--- src/rtl/reg_bank_pkg.sv ---
// Shared types and default sizes for the register bank read path.
package reg_bank_pkg;

  // Default geometry of the MIPS register bank.
  localparam int DEF_WIDTH = 32;
  localparam int DEF_NREGS = 32;
  localparam int DEF_AW    = $clog2(DEF_NREGS);

  typedef logic [DEF_WIDTH-1:0] word_t;

  // One dual-port read response as seen by the decode stage.
  typedef struct packed {
    word_t a;
    word_t b;
    logic  err;
  } rd_rsp_t;

  // Occupancy of the output register (OUT) and the skid register (SKID).
  typedef enum logic [1:0] {
    EMPTY = 2'd0,
    FULL  = 2'd1,
    BOTH  = 2'd2
  } rdr_state_t;

endpackage : reg_bank_pkg

--- src/rtl/rb_read_mux.sv ---
// Single read port: selects one register from the flattened bank outputs,
// forcing register 0 to zero, flagging out-of-range addresses and forwarding
// a write that lands on the addressed register in the same cycle.
module rb_read_mux #(
  parameter int WIDTH = 32,
  parameter int NREGS = 32,
  parameter int AW    = 5
) (
  input  logic [NREGS*WIDTH-1:0] bank_q_i,
  input  logic [NREGS-1:0]       wr_en_i,
  input  logic [WIDTH-1:0]       wr_d_i,
  input  logic [AW-1:0]          addr_i,
  output logic [WIDTH-1:0]       data_o,
  output logic                   err_o
);

  logic [WIDTH-1:0] words [NREGS];
  logic             in_range;

  // Unflatten the bank so each register can be indexed directly.
  for (genvar gi = 0; gi < NREGS; gi++) begin : g_unpack
    assign words[gi] = bank_q_i[gi*WIDTH +: WIDTH];
  end

  // A fully populated address space can never be out of range, so the
  // compare disappears entirely in that case.
  if (NREGS == (1 << AW)) begin : g_full_space
    assign in_range = 1'b1;
  end else begin : g_partial_space
    assign in_range = ({1'b0, addr_i} < (AW+1)'(NREGS));
  end

  // Priority: hardwired zero, then range error, then bypass, then bank value.
  always_comb begin
    data_o = '0;
    err_o  = ~in_range;
    if (addr_i == '0) begin
      data_o = '0;
    end else if (!in_range) begin
      data_o = '0;
    end else if (wr_en_i[addr_i]) begin
      data_o = wr_d_i;
    end else begin
      data_o = words[addr_i];
    end
  end

endmodule : rb_read_mux

--- src/rtl/reg_bank_reader.sv ---
// Read-side front end of the register bank: accepts dual-address read
// requests, snapshots the read values at accept time and returns them over a
// valid/ready channel with a one-entry skid buffer so req_ready never depends
// combinationally on rsp_ready.
module reg_bank_reader
  import reg_bank_pkg::*;
#(
  parameter int WIDTH = reg_bank_pkg::DEF_WIDTH,
  parameter int NREGS = reg_bank_pkg::DEF_NREGS,
  parameter int AW    = $clog2(NREGS)
) (
  input  logic                   clk,
  input  logic                   rst,
  input  logic [NREGS*WIDTH-1:0] bank_q,
  input  logic [NREGS-1:0]       wr_en,
  input  logic [WIDTH-1:0]       wr_d,
  input  logic                   req_valid,
  output logic                   req_ready,
  input  logic [AW-1:0]          req_addr_a,
  input  logic [AW-1:0]          req_addr_b,
  output logic                   rsp_valid,
  input  logic                   rsp_ready,
  output logic [WIDTH-1:0]       rsp_data_a,
  output logic [WIDTH-1:0]       rsp_data_b,
  output logic                   rsp_err
);

  typedef struct packed {
    logic [WIDTH-1:0] a;
    logic [WIDTH-1:0] b;
    logic             err;
  } rsp_t;

  rdr_state_t state_q;
  rsp_t       out_q;
  rsp_t       skid_q;
  rsp_t       rsp_d;

  logic [WIDTH-1:0] data_a;
  logic [WIDTH-1:0] data_b;
  logic             err_a;
  logic             err_b;
  logic             accept;
  logic             xfer;

  rb_read_mux #(
    .WIDTH (WIDTH),
    .NREGS (NREGS),
    .AW    (AW)
  ) u_mux_a (
    .bank_q_i (bank_q),
    .wr_en_i  (wr_en),
    .wr_d_i   (wr_d),
    .addr_i   (req_addr_a),
    .data_o   (data_a),
    .err_o    (err_a)
  );

  rb_read_mux #(
    .WIDTH (WIDTH),
    .NREGS (NREGS),
    .AW    (AW)
  ) u_mux_b (
    .bank_q_i (bank_q),
    .wr_en_i  (wr_en),
    .wr_d_i   (wr_d),
    .addr_i   (req_addr_b),
    .data_o   (data_b),
    .err_o    (err_b)
  );

  // Response as it would be captured if a request is accepted this cycle.
  always_comb begin
    rsp_d     = '0;
    rsp_d.a   = data_a;
    rsp_d.b   = data_b;
    rsp_d.err = err_a | err_b;
  end

  // Ready is a function of state only; reset holds it low.
  assign req_ready = rst && (state_q != BOTH);
  assign rsp_valid = (state_q != EMPTY);
  assign accept    = req_valid && req_ready;
  assign xfer      = rsp_valid && rsp_ready;

  assign rsp_data_a = out_q.a;
  assign rsp_data_b = out_q.b;
  assign rsp_err    = out_q.err;

  // Occupancy FSM: OUT feeds the consumer, SKID absorbs one extra accept.
  always_ff @(posedge clk) begin
    if (!rst) begin
      state_q <= EMPTY;
      out_q   <= '0;
      skid_q  <= '0;
    end else begin
      unique case (state_q)
        EMPTY: begin
          if (accept) begin
            out_q   <= rsp_d;
            state_q <= FULL;
          end
        end
        FULL: begin
          if (accept && xfer) begin
            out_q <= rsp_d;
          end else if (xfer) begin
            state_q <= EMPTY;
          end else if (accept) begin
            skid_q  <= rsp_d;
            state_q <= BOTH;
          end
        end
        BOTH: begin
          if (xfer) begin
            out_q   <= skid_q;
            state_q <= FULL;
          end
        end
        default: begin
          state_q <= EMPTY;
        end
      endcase
    end
  end

endmodule : reg_bank_reader

--- config.mk ---
export PLATFORM = sky130hd
export DESIGN_NAME = reg_bank_reader
export DESIGN_NICKNAME = d
export VERILOG_FILES = /design/src/rtl/reg_bank_pkg.sv /design/src/rtl/rb_read_mux.sv /design/src/rtl/reg_bank_reader.sv
export SDC_FILE = /design/constraint.sdc
export NUM_CORES = 1
export LEC_CHECK = 0
export ABC_CLOCK_PERIOD_IN_PS = 2450
export CORE_AREA = 2 2 459 461
export CTS_BUF_LIST = sky130_fd_sc_hd__clkbuf_4
export DETAILED_ROUTE_END_ITERATION = 12
export DIE_AREA = 0 0 461 463
export GPL_TIMING_DRIVEN = 1
export SLEW_MARGIN = 10
export SYNTH_ARGS = -nofsm -noshare
export SYNTH_HDL_FRONTEND = slang
export SYNTH_HIERARCHICAL = 1
export SYNTH_SLANG_ARGS = --single-unit
--- constraint.sdc ---
create_clock -name clk -period 2.45 [get_ports clk]
set_input_delay 0.3675 -clock clk [delete_from_list [all_inputs] [get_ports clk]]
set_output_delay 0.3675 -clock clk [all_outputs]
set_load 0.05 [all_outputs]
==> summary.md, run 1 <==
| Metric | Value |
|---|---|
| PortBufs | `between 1,000 and 1,500` |
| Starting Density | `0.117` |
| Clock Tree Root | `clkbuf_4` |
| Placed cell count | `just over 6,000` |
| RSZ-0062 raised after global routing | `false` |
| Critical path cell sequence | `clkdlybuf4s50_1, mux2_1, o22ai_1, a21oi_1, buf_4, a22oi_4, nand3b_4, buf_12, o2bb2ai_1, mux2i_1, a211oi_1` |
| Post-synth cell types | `slightly below 50` |
| Post-synth EDFFs | `0` |
| Global route total overflow | `0` |
| Latest clock arrival within the worst-skew pair | `0.63 ns` |
| Synth area leaders | `mux4_2, mux2i_1, dfxtp_1, o22ai_1, buf_6` |
| Max IR drop VDD | `around 0.18 mV` |
| Total clock sinks | `132` |
| Layout cells sized above 1 | `0.360` |
| Routed WL | `around 230,000 um` |
| Status | `completed` |
| Async SR Flop Fraction | `0` |
| Vias | `around 28,000` |
| Tcrit/Tclk final | `0.998` |
| Pleak | `roughly 15 nW` |
| Nature of the critical path endpoint | `flop` |
| Yosys reg bits | `between 100 and 150` |
| Rows | `about 170` |
| Cell Pwr Density | `~300 nW/um2` |
| Sequential area share after synthesis | `0.109` |
| Mapped cell area | `24,300 um2` |
| Post-layout util | `0.204` |
| Min cycle time layout | `2.45 ns` |
| Largest net degree at the start of global routing | `66` |
| Max_cap viols | `0` |
| Post-synth top flop | `dfxtp_1` |
| Reg clk slew, reported paths | `~0.15 ns` |
| Slew @ Worst Pin | `0.856 ns` |
| Fmax | `409 MHz` |
| Post-synth top cells | `mux4_2, mux2i_1, dfxtp_1` |
| Initial antenna violation count | `182` |
| Post-Syn Area per Cell | `between 10 and 15 um2` |
| Share of the synthesized area in the top cell type | `0.474` |
| DR WL/cell | `roughly 37 um` |
| Slew Limit Fails | `0` |
| Gr usage total | `0.205` |
| Gpl congestion | `0.988` |
| Delay-heaviest family, CP | `compound AO/OA/AOI/OAI gates` |
| Non-Filler Instances | `around 6,200` |
| Core box area | `209,000 um2` |
| First-pass GRT wire length | `roughly 290,000 um` |
| Final net count | `roughly 4,400` |
| Count leader, synth | `mux4_2` |
| Clk buf depth | `2` |
| Slew HR | `0.429` |
| CP required | `2.99 ns` |
| Die Ht | `between 400 and 500 um` |
| CP startpoint kind | `input pin` |
| Post-route ant nets | `0` |
| CTS tree | `built` |
| Cells after Synth | `around 2,000` |
| H-tree Lvls | `4` |
| CP arrival | `~3.0 ns` |
| Clock skew | `about 0.016 ns` |
| DRT Pass-1 Iters | `5` |
| Die area | `roughly 210,000 um2` |
| Vias in the first global route | `between 20,000 and 30,000` |
| Crit path max fanout | `32` |
| Io pins | `roughly 1,200` |
| Hold Buf Count CTS | `0` |
| Layout area overhead | `75.1%` |
| Worst hold path class | `flop to flop` |
| Buf/Inv on CP | `3` |
| Post-Synthesis Net Count | `a little over 3,000` |
| Slowest CP cell | `clkdlybuf4s50_1` |
| Starting DRT DRC Count | `between 2,000 and 2,500` |
| Final hold vios | `0` |
| DP HPWL | `around 200,000 um` |
| Via/cell ratio | `~4.5` |
| Synth area leader | `mux4_2` |
| Worst setup path category | `input pin to flop` |
| CTS buffer count | `17` |
| Setup TNS | `0 ns` |
| Ys Warns | `6` |
| Delay of the slowest critical-path stage | `between 0.4 and 0.5 ns` |
| Final setup violation count | `0` |
| Chip Width | `461 um` |
| Post-route DRC | `0` |
worst paths after layout:
path	start	end	slack (ns)	cells after the start
worst max-delay path	wr_en[31]	rsp_data_a[9]$_SDFFE_PN0P_	0.004	11
worst min-delay path	rsp_err$_SDFFE_PN0P_	rsp_err$_SDFFE_PN0P_	0.48	2
worst max register to register	state_q[0]$_SDFFE_PN0P_	rsp_data_a[4]$_SDFFE_PN0P_	0.61	4
worst min register to register	rsp_err$_SDFFE_PN0P_	rsp_err$_SDFFE_PN0P_	0.48	2
logic make-up (layout without fill, tap and decap cells):
family | after synthesis | after routing | synth area share
buffers and inverters | 279 | 1657 | 0.0788
multiplexers | 850 | 850 | 0.614
flip-flops | 132 | 132 | 0.109
other | 2 | 75 | 0.000309
AO/OA/AOI/OAI | 507 | 507 | 0.160
AND/OR/NAND/NOR | 177 | 177 | 0.0383
through the flow:
step	worst slack (ns)	instance area [um2]	total power, mW	hold slack (ns)
floorplan	0.278	24300	6.31	0.453
global placement	-1.19	41900	11.5	0.453
detailed placement	-1.21	41900	11.6	0.466
CTS	0.00887	42300	13.3	0.435
global route	0.000383	42500	13.7	0.476
finish	0.00385	42600	13.1	0.481
registers in the layout, indices dropped and copies added, names as in the netlist:
register / count
rsp_data_a: 32
rsp_data_b: 32
skid_q: 65
state_q: 2
rsp_err: 1
repair_timing:
| item | in CTS | in global routing |
|---|---|---|
| buffers inserted | 0 | 0 |
| pin swaps | 0 | 0 |
| gates resized for setup | 23 | 7 |
| setup endpoints to repair | 36 | 13 |
layout make-up:
type                            instances  area (um2)
Antenna cell                           73         183
Clock buffer                           17         128
Clock inverter                         15         159
Fill cell                           22702      166000
Inverter                                4        35.0
Multi-Input combinational cell       1536       19900
Sequential cell                       132        2640
Tap cell                             2805        3510
Timing Repair Buffer                 1621       16000
routing by layer:
layer / up-vias / GRT usage / routed length [um]
met2: 1785 / 0.327 / 103000
met3: 370 / 0.0700 / 22400
met1: 14304 / 0.256 / 93100
li1: 11342 / - / -
met5: - / 0 / 530
met4: 86 / 0.0723 / 9830
report_power, final:
group | total, mW | internal (mW) | switching (mW)
Clock | 1.62 | 0.551 | 1.07
Sequential | 2.33 | 2.26 | 0.0737
Combinational | 9.19 | 4.70 | 4.49
tightest hold or removal path: stages (launching register included):
cell and delay [ns]:
dfxtp_1 0.34, nand2_1 0.05, mux2i_1 0.06
cell usage in the layout (no fill, tap or decap), types with 17 or more instances in the layout:
| cell type | netlist | layout |
|---|---|---|
| o22ai_1 | 122 | 113 |
| a211oi_2 | 48 | 48 |
| o2bb2ai_1 | 48 | 48 |
| diode_2 | 0 | 73 |
| a211oi_1 | 36 | 36 |
| clkbuf_4 | 4 | 17 |
| nand3_1 | 64 | 64 |
| mux4_2 | 512 | 512 |
| a311oi_1 | 65 | 65 |
| mux2i_1 | 330 | 322 |
| clkdlybuf4s50_1 | 0 | 1100 |
| buf_12 | 4 | 81 |
| dfxtp_1 | 132 | 131 |
| a21oi_1 | 88 | 88 |
| o21ai_0 | 64 | 64 |
| nor2_1 | 57 | 51 |
| buf_4 | 56 | 433 |
Note: power is estimated with default switching activity, not from simulation.
==> run 2: changes to the inputs <==
--- a/config.mk
+++ b/config.mk
@@ -6,12 +6,12 @@
 export NUM_CORES = 1
 export LEC_CHECK = 0
 export ABC_CLOCK_PERIOD_IN_PS = 2450
-export CORE_AREA = 2 2 459 461
+export CORE_AREA = 4 4 448 450
 export CTS_BUF_LIST = sky130_fd_sc_hd__clkbuf_4
 export DETAILED_ROUTE_END_ITERATION = 12
-export DIE_AREA = 0 0 461 463
+export DIE_AREA = 0 0 452 454
 export GPL_TIMING_DRIVEN = 1
-export SLEW_MARGIN = 10
+export SLEW_MARGIN = 20
 export SYNTH_ARGS = -nofsm -noshare
 export SYNTH_HDL_FRONTEND = slang
 export SYNTH_HIERARCHICAL = 1
==> summary.md, run 2 (synthesized netlist as in run 1, its figures left out) <==
| Metric | Value |
|---|---|
| Status | `completed` |
| Post-route DRC | `0` |
| Rows | `approximately 160` |
| Largest Register | `skid_q` |
| Pleak | `approximately 15 nW` |
| Nature of the critical path endpoint | `flop` |
| Critical path cell sequence | `clkdlybuf4s50_1, mux4_2, mux2i_1, buf_4, a21oi_1, a21oi_1, o2bb2ai_1, mux2i_1, a211oi_1` |
| FF-to-FF End | `rsp_data_b[24]$_SDFFE_PN0P_` |
| Gpl congestion | `approximately 1.0` |
| Reg power frac | `0.181` |
| Delay-heaviest family, CP | `multiplexers` |
| DRT Pass-1 Iters | `5` |
| Final setup violation count | `0` |
| Chip Width | `~450 um` |
| Dpl cell area | `just over 40,000 um2` |
| Slew @ Worst Pin | `between 0.7 and 0.8 ns` |
| Fmax | `between 400 and 500 MHz` |
| Most common cell after layout, fill and taps aside | `clkdlybuf4s50_1` |
| Buf/Inv on CP | `2` |
| Vias in the first global route | `about 28,000` |
| Gr usage total | `0.195` |
| Die Ht | `roughly 450 um` |
| Vias | `around 27,000` |
| Total clock sinks | `132` |
| Reg clk slew, reported paths | `0.13 ns` |
| Min cycle time layout | `between 2 and 2.5 ns` |
| Max FFs per register | `65` |
| Sw power | `5.40 mW` |
| Setup TNS | `0 ns` |
| Io pins | `~1,200` |
| Hold Crit Start | `rsp_err$_SDFFE_PN0P_` |
| Layout cells sized above 1 | `0.348` |
| DR WL/cell | `between 30 and 40 um` |
| CP arrival | `approximately 2.9 ns` |
| Worst hold path class | `flop to flop` |
| Max IR drop VDD | `between 0.2 and 0.25 mV` |
| Delay of the slowest critical-path stage | `about 0.56 ns` |
| H-tree Lvls | `4` |
| Final net count | `around 4,400` |
| Total Power | `roughly 13 mW` |
| Final hold vios | `0` |
| Max_cap viols | `0` |
| Clock skew | `between 0.02 and 0.025 ns` |
| Clk buf depth | `2` |
| Hold Buf Count CTS | `0` |
| Tcrit/Tclk final | `0.999` |
| Largest net degree at the start of global routing | `67` |
| CTS buffer count | `17` |
| CP startpoint kind | `input pin` |
| Reg-to-Reg Start | `state_q[0]$_SDFFE_PN0P_` |
| Starting Density | `0.124` |
| DP HPWL | `around 190,000 um` |
| Logic pwr share | `0.700` |
| Layout area overhead | `74.1%` |
| Starting DRT DRC Count | `2,559` |
| Int Power | `7.47 mW` |
| First-pass GRT wire length | `268,000 um` |
| Crit path max fanout | `2` |
| Latest clock arrival within the worst-skew pair | `around 0.60 ns` |
| Switching Share | `0.419` |
| Register-to-Register Path Depth | `4` |
| Design area | `between 40,000 and 50,000 um2` |
| Global route total overflow | `0` |
| Routed WL | `211,000 um` |
| Hold-critical path depth | `2` |
| Die area | `about 210,000 um2` |
| Post-route ant nets | `0` |
| CTS tree | `built` |
| PortBufs | `1,168` |
| Worst setup path category | `input pin to flop` |
| Via/cell ratio | `around 4.6` |
| Cell Pwr Density | `just over 300 nW/um2` |
| Clock power share | `0.119` |
| CP required | `~2.9 ns` |
| # fillers | `21,271` |
| Most frequent cells in the layout | `clkdlybuf4s50_1, mux4_2, buf_4` |
| Slowest CP cell | `clkdlybuf4s50_1` |
| Slew Limit Fails | `0` |
| Core box area | `a little under 200,000 um2` |
| WHS Endpoint | `rsp_err$_SDFFE_PN0P_` |
| Initial antenna violation count | `about 160` |
| Clock Tree Root | `clkbuf_4` |
| R2R Setup Slk | `between 0.6 and 0.7 ns` |
| Slew HR | `0.466` |
## run 2: how the worst max path moves through the flow
stage	cells after the start	start	to	slack, ns
after floorplan	10	req_addr_b[0]	rsp_data_b[12]$_SDFFE_PN0P_	0.28
after global placement	11	req_addr_b[0]	rsp_data_b[0]$_SDFFE_PN0P_	-0.99
after detailed placement	10	req_addr_b[3]	rsp_data_b[29]$_SDFFE_PN0P_	-0.99
after CTS	10	req_addr_a[0]	rsp_data_a[0]$_SDFFE_PN0P_	0.004
after global routing	12	req_addr_b[0]	rsp_data_b[30]$_SDFFE_PN0P_	-0.03
final	9	bank_q[1007]	rsp_data_a[15]$_SDFFE_PN0P_	0.003
## run 2: power by group through the flow
stage                     logic [mW]  registers, mW  clock network (mW)
after floorplan                 3.65           2.66                   0
after global placement          8.87           2.37                   0
after detailed placement        8.91           2.38                   0
after CTS                       9.01           2.33                1.58
after global routing            9.44           2.34                1.65
final                           9.01           2.33                1.53
## run 2: metal layers
metal	share of wire	GRT usage	vias to the layer above	routed length, um
met3	0.094	0.0654	320	19900
li1	-	-	11256	-
met5	0.0029	0	-	603
met1	0.40	0.244	13996	83900
met2	0.46	0.304	1582	97100
met4	0.046	0.0872	94	9660
## run 2: area by class of cell
type / instances / area, um2 / area share
diodes: 62 / 155 / 0.00366
clock buffers: 18 / 135 / 0.00319
clock inverters: 14 / 143 / 0.00337
inverters: 4 / 40.0 / 0.000946
multi-input cells: 1536 / 20100 / 0.474
flip-flops and latches: 132 / 2640 / 0.0625
well taps: 2640 / 3300 / 0.0780
repair buffers: 1582 / 15800 / 0.374
## run 2: tightest hold or removal path, stage by stage (launching register included)
cell and delay [ns]:
dfxtp_1 0.33, nand2_1 0.06, mux2i_1 0.06
## run 2: through the flow
step / util / std cells / hold slack, ns / setup WS, ns
6_report: 0.215 / 5988 / 0.480 / 0.00320
2_1_floorplan: - / 1947 / 0.453 / 0.278
3_5_place_dp: 0.211 / 5886 / 0.450 / -0.994
5_1_grt: 0.215 / 5966 / 0.481 / -0.0254
3_3_place_gp: 0.211 / 5886 / 0.455 / -0.986
4_1_cts: 0.213 / 5918 / 0.449 / 0.00449
## run 2: timing repair
| item | CTS | global route |
|---|---|---|
| buffers inserted | 0 | 8 |
| gates resized for setup | 41 | 33 |
| endpoints found under the setup margin | 77 | 40 |
| endpoints found under the hold margin | 0 | 0 |
| pin swaps | 0 | 1 |
==> run 3: changes to the inputs <==
--- a/config.mk
+++ b/config.mk
@@ -5,7 +5,6 @@
 export SDC_FILE = /design/constraint.sdc
 export NUM_CORES = 1
 export LEC_CHECK = 0
-export ABC_CLOCK_PERIOD_IN_PS = 2450
 export CORE_AREA = 4 4 448 450
 export CTS_BUF_LIST = sky130_fd_sc_hd__clkbuf_4
 export DETAILED_ROUTE_END_ITERATION = 12
==> results of run 3 <==
Final layout, timing and power as in run 2 (identical DEF).
